==> src/rtl/score_seg7_driver_pkg.sv <==
// rtl/score_seg7_driver_pkg.sv - segment patterns, converter FSM states and BCD helpers
package score_seg7_driver_pkg;

    typedef enum logic [1:0] {
        ST_IDLE  = 2'd0,
        ST_LOAD  = 2'd1,
        ST_SHIFT = 2'd2,
        ST_DONE  = 2'd3
    } conv_state_e;

    // Active-low cathodes {dp,g,f,e,d,c,b,a}, dp dark
    localparam logic [7:0] SEG_0     = 8'hC0;
    localparam logic [7:0] SEG_1     = 8'hF9;
    localparam logic [7:0] SEG_2     = 8'hA4;
    localparam logic [7:0] SEG_3     = 8'hB0;
    localparam logic [7:0] SEG_4     = 8'h99;
    localparam logic [7:0] SEG_5     = 8'h92;
    localparam logic [7:0] SEG_6     = 8'h82;
    localparam logic [7:0] SEG_7     = 8'hF8;
    localparam logic [7:0] SEG_8     = 8'h80;
    localparam logic [7:0] SEG_9     = 8'h90;
    localparam logic [7:0] SEG_BLANK = 8'hFF;

    localparam logic [15:0] BCD_MAX = 16'd9999;

    function automatic logic [7:0] seg_pattern(input logic [3:0] nib);
        case (nib)
            4'd0:    return SEG_0;
            4'd1:    return SEG_1;
            4'd2:    return SEG_2;
            4'd3:    return SEG_3;
            4'd4:    return SEG_4;
            4'd5:    return SEG_5;
            4'd6:    return SEG_6;
            4'd7:    return SEG_7;
            4'd8:    return SEG_8;
            4'd9:    return SEG_9;
            default: return SEG_BLANK;
        endcase
    endfunction

    function automatic logic [15:0] bcd_adjust(input logic [15:0] bcd);
        logic [15:0] res;
        res = bcd;
        for (int i = 0; i < 4; i++) begin
            if (bcd[4*i +: 4] >= 4'd5) begin
                res[4*i +: 4] = bcd[4*i +: 4] + 4'd3;
            end
        end
        return res;
    endfunction

endpackage

==> src/rtl/score_seg7_driver_bcd.sv <==
// rtl/score_seg7_driver_bcd.sv - clamped 16-bit binary to 4-digit BCD double-dabble converter
module bin16_to_bcd4 (
    input  logic        clk,
    input  logic        rst_n,
    input  logic        start,
    input  logic [15:0] operand,
    output logic        busy,
    output logic        done,
    output logic [15:0] bcd,
    output logic        ovf
);
    import score_seg7_driver_pkg::*;

    conv_state_e r_state;
    logic [15:0] r_bin;
    logic [15:0] r_bcd;
    logic [3:0]  r_cnt;
    logic        r_ovf;
    logic        r_done;

    always_ff @(posedge clk or negedge rst_n) begin
        if (!rst_n) begin
            r_state <= ST_IDLE;
            r_bin   <= 16'd0;
            r_bcd   <= 16'd0;
            r_cnt   <= 4'd0;
            r_ovf   <= 1'b0;
            r_done  <= 1'b0;
        end else begin
            r_done <= 1'b0;
            case (r_state)
                ST_IDLE: begin
                    if (start) begin
                        r_bin   <= operand;
                        r_state <= ST_LOAD;
                    end
                end
                ST_LOAD: begin
                    if (r_bin > BCD_MAX) begin
                        r_bin <= BCD_MAX;
                        r_ovf <= 1'b1;
                    end else begin
                        r_ovf <= 1'b0;
                    end
                    r_bcd   <= 16'd0;
                    r_cnt   <= 4'd0;
                    r_state <= ST_SHIFT;
                end
                ST_SHIFT: begin
                    {r_bcd, r_bin} <= {bcd_adjust(r_bcd), r_bin} << 1;
                    r_cnt          <= r_cnt + 4'd1;
                    if (r_cnt == 4'd15) begin
                        r_state <= ST_DONE;
                        r_done  <= 1'b1;
                    end
                end
                ST_DONE: r_state <= ST_IDLE;
                default: r_state <= ST_IDLE;
            endcase
        end
    end

    assign busy = (r_state != ST_IDLE);
    assign done = r_done;
    assign bcd  = r_bcd;
    assign ovf  = r_ovf;

endmodule

==> src/rtl/score_seg7_driver.sv <==
// rtl/score_seg7_driver.sv - 4-digit multiplexed score display with paged score select
// SEG7_LEADING_ZERO_BLANK_EN blanks leading zero digits 3..1 when defined.
module score_seg7_driver #(
    parameter int REFRESH_DIV = 50000,
    parameter int PAGE_SCANS  = 500
) (
    input  logic        clk,
    input  logic        rst_n,
    input  logic [15:0] value,
    output logic [1:0]  sel,
    output logic [3:0]  an,
    output logic [7:0]  seg
);
    import score_seg7_driver_pkg::*;

    localparam int SW = $clog2(REFRESH_DIV);
    localparam int CW = (PAGE_SCANS > 1) ? $clog2(PAGE_SCANS) : 1;

    logic [SW-1:0] r_slot;
    logic [1:0]    r_digit;
    logic [CW-1:0] r_scan;
    logic [1:0]    r_sel;
    logic          r_sel_chg;
    logic          r_pend;
    logic [15:0]   r_value_q;
    logic [15:0]   r_last;
    logic [15:0]   r_disp;
    logic          r_disp_ovf;
    logic          r_valid;
    logic [3:0]    r_an;
    logic [7:0]    r_seg;

    logic          w_slot_wrap;
    logic          w_scan_wrap;
    logic          w_page_wrap;
    logic [1:0]    w_digit_next;
    logic          w_start;
    logic          w_busy;
    logic          w_done;
    logic [15:0]   w_bcd;
    logic          w_ovf;
    logic [15:0]   w_disp_next;
    logic          w_ovf_next;
    logic          w_valid_next;
    logic [3:0]    w_nib;
    logic          w_lead_zero;
    logic [7:0]    w_seg;

    assign w_slot_wrap  = (r_slot == SW'(REFRESH_DIV - 1));
    assign w_scan_wrap  = w_slot_wrap && (r_digit == 2'd3);
    assign w_page_wrap  = w_scan_wrap && (r_scan == CW'(PAGE_SCANS - 1));
    assign w_digit_next = w_slot_wrap ? r_digit + 2'd1 : r_digit;

    // r_sel_chg also covers reset release, so value_q is refreshed before the first start
    assign w_start = !w_busy && !r_sel_chg && ((r_value_q != r_last) || r_pend);

    bin16_to_bcd4 u_conv (
        .clk     (clk),
        .rst_n   (rst_n),
        .start   (w_start),
        .operand (r_value_q),
        .busy    (w_busy),
        .done    (w_done),
        .bcd     (w_bcd),
        .ovf     (w_ovf)
    );

    // seg is built from next-state values so it lines up with the registered anode
    assign w_disp_next  = w_done ? w_bcd : r_disp;
    assign w_ovf_next   = w_done ? w_ovf : r_disp_ovf;
    assign w_valid_next = r_valid || w_done;
    assign w_nib        = w_disp_next[{w_digit_next, 2'b00} +: 4];

`ifdef SEG7_LEADING_ZERO_BLANK_EN
    assign w_lead_zero = (w_digit_next != 2'd0) &&
                         ((w_disp_next >> {w_digit_next, 2'b00}) == 16'd0);
`else
    assign w_lead_zero = 1'b0;
`endif

    always_comb begin
        w_seg = SEG_BLANK;
        if (w_valid_next && !w_lead_zero) begin
            w_seg = seg_pattern(w_nib);
            if (w_digit_next == 2'd0 && w_ovf_next) begin
                w_seg[7] = 1'b0;
            end
        end
    end

    always_ff @(posedge clk or negedge rst_n) begin
        if (!rst_n) begin
            r_slot     <= '0;
            r_digit    <= 2'd0;
            r_scan     <= '0;
            r_sel      <= 2'd0;
            r_sel_chg  <= 1'b1;
            r_pend     <= 1'b0;
            r_value_q  <= 16'd0;
            r_last     <= 16'hFFFF;
            r_disp     <= 16'd0;
            r_disp_ovf <= 1'b0;
            r_valid    <= 1'b0;
            r_an       <= 4'b1111;
            r_seg      <= SEG_BLANK;
        end else begin
            r_slot  <= w_slot_wrap ? '0 : r_slot + 1'b1;
            r_digit <= w_digit_next;
            if (w_scan_wrap) begin
                r_scan <= w_page_wrap ? '0 : r_scan + 1'b1;
            end
            if (w_page_wrap) begin
                r_sel <= r_sel + 2'd1;
            end
            r_sel_chg <= w_page_wrap;
            if (!w_busy || r_sel_chg) begin
                r_value_q <= value;
            end
            if (r_sel_chg) begin
                r_pend <= 1'b1;
            end else if (w_start) begin
                r_pend <= 1'b0;
            end
            if (w_start) begin
                r_last <= r_value_q;
            end
            r_disp     <= w_disp_next;
            r_disp_ovf <= w_ovf_next;
            r_valid    <= w_valid_next;
            r_an       <= ~(4'b0001 << w_digit_next);
            r_seg      <= w_seg;
        end
    end

    assign sel = r_sel;
    assign an  = r_an;
    assign seg = r_seg;

endmodule

==> config.mk <==
export PLATFORM = sky130hd
export DESIGN_NAME = score_seg7_driver
export DESIGN_NICKNAME = d
export VERILOG_FILES = /design/src/rtl/score_seg7_driver_pkg.sv /design/src/rtl/score_seg7_driver_bcd.sv /design/src/rtl/score_seg7_driver.sv
export SDC_FILE = /design/constraint.sdc
export NUM_CORES = 1
export LEC_CHECK = 0
export CAP_MARGIN = 10
export CORE_MARGIN = 1.5
export CORE_UTILIZATION = 56
export CTS_CLUSTER_DIAMETER = 30
export DETAILED_ROUTE_END_ITERATION = 8
export HOLD_SLACK_MARGIN = 0.05
export PLACE_DENSITY_LB_ADDON = 0.2
export SLEW_MARGIN = 20
export SYNTH_ARGS = -nofsm -noshare
export SYNTH_HDL_FRONTEND = slang
export SYNTH_SLANG_ARGS = --single-unit
==> constraint.sdc <==
create_clock -name clk -period 5.95 [get_ports clk]
set_clock_uncertainty 0.2 [all_clocks]
set_input_delay 1.19 -clock clk [delete_from_list [all_inputs] [get_ports clk]]
set_output_delay 1.19 -clock clk [all_outputs]
set_load 0.01 [all_outputs]
# After elaboration in Yosys (flattened, before gate mapping)
# Memory sizes are Yosys's and may differ from the RTL's.
# Cells that the tools add are included.
# word_totals
register_bits	133
mem_bits_ro	112
out_inout_bits	14
wordCells	90
n_memories	1
# classes
n_addsub	9
order_cmp	5
eq_ne	11
n_shift	2
muxes	24
n_bitwise	1
n_reduce_logical	18
# mem_list
memory	words	word_bits	read_ports	rd_clocked_by_memory_dff	wr	line	source
(no name shown)	16	7	1	0	0	score_seg7_driver_pkg.sv:27	case (nib)
# op_table
cell	count
$mux 16	4
$pmux 16 s3	1
$pmux 16 s2	1
$add 16x1->16 const B	1
$eq 16x16->1 const B	1
$ge 4x3->1 const B	4
$gt 16x14->1 const B	1
$ne 16x16->1	1
$shiftx 16x5->4	1
$add 4x2->4 const B	3
$mux 4	3
$add 9x1->9 const B	1
$eq 9x9->1 const B	1
$mux 9	1
$mux 8	1
$pmux 2 s4	1
$pmux 4 s2	1
$mux 1	7
$eq 2x2->1 const B	3
$mux 2	3
$ne 2x1->1 const B	3
$reduce_bool 2->1	3
$logic_and 1x1->1	5
$add 2x1->2 const B	2
13 further kinds	17

# Logic depth before layout (Yosys ltp)
# depth
depth_word	6
mapped_depth	11

# Modules after synthesis
# Synthesis repeated with hierarchy kept, for this count alone.
# unflattened
hier_cells	594
hier_area_um2	6806.5
# modules_own_cells
module	instances	cells_each	area_each_um2	seq_area_each_um2
score_seg7_driver	1	357	4520.6	2363.5
bin16_to_bcd4	1	237	2285.9	1001.0

# Least setup slack after synthesis
# OpenSTA, ideal clock, no wires.
# synth_timing
kind	register to register
startpoint	register r_slot[4]
endpoint	register r_seg[4] (netlist: seg[4])
setup_ns	0.061
t_arrival_ns	2.644
setup_slack_ns	3.045
stages_incl_launch_ff	10
synth_period_minus_slack_ns	2.905
path_cell_list	dfrtp_1 -> or4b_4 -> nor4_4 -> mux2i_1 -> inv_1 -> ha_1 -> inv_1 -> mux2i_1 -> a22o_1 -> nand2_1
# synth_via
elab_chain_cells	5
# synth_rtl
element	line	source
start, declared	score_seg7_driver.sv:19	logic [SW-1:0] r_slot;
start signal, assigned	score_seg7_driver.sv:107	r_slot <= w_slot_wrap ? '0 : r_slot + 1'b1;
$eq 16x16->1	score_seg7_driver.sv:49	assign w_slot_wrap = (r_slot == SW'(REFRESH_DIV - 1));
$mux 2	score_seg7_driver.sv:52	assign w_digit_next = w_slot_wrap ? r_digit + 2'd1 : r_digit;
$shiftx 16x5->4	score_seg7_driver.sv:72	assign w_nib = w_disp_next[{w_digit_next, 2'b00} +: 4];
$mem_v2 16x7	n/a	
$mux 8	score_seg7_driver.sv:83	if (w_valid_next && !w_lead_zero) begin
named net w_seg[4]	score_seg7_driver.sv:47	logic [7:0] w_seg;
end signal, assigned	score_seg7_driver.sv:131	r_seg <= w_seg;
end, declared	score_seg7_driver.sv:31	logic [7:0] r_seg;
# The timed path passes the listed nets, and every way through them passes these cells.
# A chain may end at the register's enable or synchronous reset.

# Final worst setup path
# Ends and elaborated chain as after synthesis.

==> impl_results.md <==
- Status: finished with violations
- Violated checks: design-rule violations
- Fin crit period: approximately 3.1 ns
- Layout Nets: 660
- H-tree levels: 4
- Crit path arrival time: approximately 3.3 ns
- Util after Layout: 67.8%
- Slowest stage cell on the critical path: or4b_4
- HPWL after DPL: around 8.5 mm
- Mean Syn Cell Area: approximately 11 um^2
- Synthesis-to-layout area growth: 16.7%
- Worst min-delay path class: flop to flop
- Post-synth EDFFs: 0
- Syn_nets: ~620
- Final setup vio count: 0
- CP max FO: 19
- CTS Buf Count: 17
- Vias in the first global route: 4637
- Bufs on Longest Clock Path: 2
- WL met2: 6.58 mm
- Power Internal: 2.52 mW
- Netlist cell types: 50
- First DRT Iteration DRCs: ~240
- DRT antenna net count: 0
- WL/cell: between 15 and 20 um
- First-pass DRT Iterations: 9
- Max-cap violations: 0
- Synth Flop Type: dfrtp_1
- IO buf count: 31
- CTS tree: built
- Initial antenna violation count: 0
- Synth Cell Area: ~0.0067 mm^2
- Slew @ Worst Pin: 0.760 ns
- Switching Fraction: a little under a third
- Crit path buffers/inverters: 3
- DRT met1 WL: around 5.7 mm
- Layout cell share with drive strength beyond 1: 24.6%
- Worst Setup Path Type: flop to flop
- Relative slew slack: 49.2%
- Largest net degree at the start of global routing: 60
- Clock root cell: clkbuf_16
- Cells after Synth: between 500 and 600
- Starting Density: approximately 58%
- Final Hold Vio Count: 0
- Ant diodes: 0
- Skew-Pair Late Insertion Delay: 0.41 ns
- Power Density: roughly 460 mW/mm^2
- Vias per cell: about 5.8
- Die height: around 110 um
- I/O pin cnt: 32
- Ys Warns: 0
- DRC viols: 2
- Hold buffers post-CTS: 0
- Logic pwr share: 30.4%
- DRT Wirelength: roughly 13 mm
- Leak pwr: ~3.4 nW
- Crit-path leading delay family: simple AND/OR/NAND/NOR gates
- Peak Freq: 0.322 GHz
- Core ar.: 0.0115 mm^2
- Die span in x: ~110 um
- First-pass GRT wire length: around 22 mm
- P_sw: around 1.1 mW
- Final period utilization: between 50 and 60%
- Die area: about 0.013 mm^2
- Peak VDD IR: ~0.4 mV
- CP startpoint kind: flop
- Critical Path End Type: flop
- Register clock-pin slew on the reported worst setup and hold paths: around 0.060 ns
- Met3 WL: roughly 370 um
- Setup TNS Final: 0 ns
- Gpl congestion: slightly above 0.8
- Sequential Power Share: 37.6%
- Final slew viol count: 0
- Clock share of power: about a third
- Crit path required time: 6.10 ns
- Fillers: 839
- Post-CTS Setup Bufs: 0
- Asr flop ratio synth: 100%
- Slowest stage delay, CP: between 0.5 and 0.6 ns
- CTS resizes: 0
- Total clock sinks: around 130
- Post-synthesis sequential area ratio: about half
- Gr ovfl total: 0
- GRT Resource Usage Total: between 20% and 30%
- Top Layer Used: met4
- Via count: ~4500
- Row count: 39
- Crit path cell chain: or4b_4 -> nor4_4 -> buf_4 -> mux2i_1 -> inv_1 -> ha_1 -> inv_1 -> mux2i_1 -> a22o_1 -> nand2_1
- Synth Register Bits: around 130
- RSZ-0062 raised after global routing: no
[flip-flops by register name, indices dropped and copies added (netlist names), 2 cells and up]
| name | count |
|---|---|
| seg | 8 |
| u_conv.r_cnt | 4 |
| u_conv.r_bin | 16 |
| r_slot | 16 |
| sel | 2 |
| r_disp | 16 |
| u_conv.r_state | 2 |
| an | 4 |
| r_last | 16 |
| r_scan | 9 |
| u_conv.bcd | 16 |
| r_value_q | 16 |
| r_digit | 2 |
[layout make-up]
type | instances | area (um^2) | area share [%]
clock buffer | 20 | 467 | 5.98
clock inverter | 12 | 200 | 2.56
inverter | 45 | 169 | 2.16
multi-input combinational | 386 | 3070 | 39.3
sequential | 133 | 3360 | 43.1
tap | 143 | 179 | 2.29
timing repair buffer | 38 | 360 | 4.62
[path summary, 6_finish.rpt]
check | from | to | slack, ns | cells after the start
worst min-delay path | sel[1] | sel[1] | 0.28 | 1
worst min register to register | sel[1] | sel[1] | 0.28 | 1
worst max register to register | r_slot[4] | seg[4] | 2.84 | 10
max in group asynchronous | rst_n | r_value_q[7] | 3.83 | 2
min in group asynchronous | rst_n | r_disp[5] | 0.65 | 1
worst max-delay path | r_slot[4] | seg[4] | 2.84 | 10
[routing by layer]
layer / vias up / track usage, %
li1: 2126 / -
met3: 13 / 5.18
met1: 2267 / 29.0
met4: 0 / 7.26
met2: 71 / 37.4
met5: - / 0
[Yosys cell counts, drive strengths merged (8+ instances only)]
master,number,share of area [%]
o21ai,26,1.9
xnor2,26,3.4
mux2,63,11
ha,21,3.9
o22ai,12,1.1
mux2i,16,2.4
a21oi,28,2.1
nor3,10,0.82
xor2,19,2.5
nor2,45,2.5
dfrtp,104,39
dfstp,29,11
nand2,34,1.9
clkbuf,13,0.73
a31oi,10,0.94
mux4,14,4.7
inv,45,2.5
nand3,16,1.2
buf,8,0.58
[placed cells by master, fill, tap and decap left out, types with 4 or more instances in the layout]
| master | synthesis | final |
|---|---|---|
| bufinv_16 | 0 | 5 |
| nand4_1 | 7 | 7 |
| ha_1 | 21 | 21 |
| a31oi_1 | 10 | 10 |
| inv_1 | 44 | 44 |
| xnor2_1 | 26 | 26 |
| mux2_2 | 63 | 63 |
| dfstp_2 | 29 | 29 |
| buf_4 | 0 | 8 |
| o22ai_1 | 12 | 12 |
| nor3_1 | 9 | 9 |
| xor2_1 | 19 | 19 |
| mux2i_1 | 16 | 16 |
| mux4_2 | 14 | 14 |
| clkdlybuf4s50_1 | 0 | 30 |
| nand2b_1 | 4 | 4 |
| o21ai_0 | 24 | 24 |
| dfrtp_1 | 104 | 104 |
| a21oi_1 | 28 | 28 |
| nand3_1 | 16 | 16 |
| clkbuf_16 | 0 | 17 |
| nor2_1 | 45 | 45 |
| nand2_1 | 34 | 34 |
[logic make-up (layout without fill, tap and decap cells)]
logic type | count (synthesis) | after routing | synth area share [%]
adders and majority gates | 21 | 21 | 3.93
xor gates and xnor gates | 45 | 45 | 5.89
muxes | 93 | 93 | 17.7
DFF | 133 | 133 | 50.3
and+or+nand+nor | 139 | 139 | 10.7
AOI/OAI and AO/OA | 88 | 88 | 7.56
buffers and inverters | 66 | 115 | 3.84
[power by group through the flow]
stage	Clock, mW	Combinational (mW)	Sequential (mW)
after detailed placement	0	1.10	1.37
after CTS	1.17	1.11	1.36
final	1.16	1.10	1.36
after floorplan	0	0.864	1.33
after global placement	0	1.06	1.36
after global routing	1.21	1.22	1.39
[through the flow]
step / cells / total power, mW / worst slack, ns / hold slack, ns / instance area (um^2)
final: 777 / 3.62 / 2.84 / 0.278 / 7800
after detailed placement: 745 / 2.47 / 2.86 / 0.264 / 7140
after global routing: 777 / 3.82 / 2.63 / 0.304 / 7800
after global placement: 745 / 2.41 / 2.98 / 0.260 / 7140
after floorplan: 585 / 2.19 / 3.05 / 0.254 / 6690
after CTS: 777 / 3.65 / 2.84 / 0.280 / 7800
No activity file was read; power rests on OpenSTA's default activity.
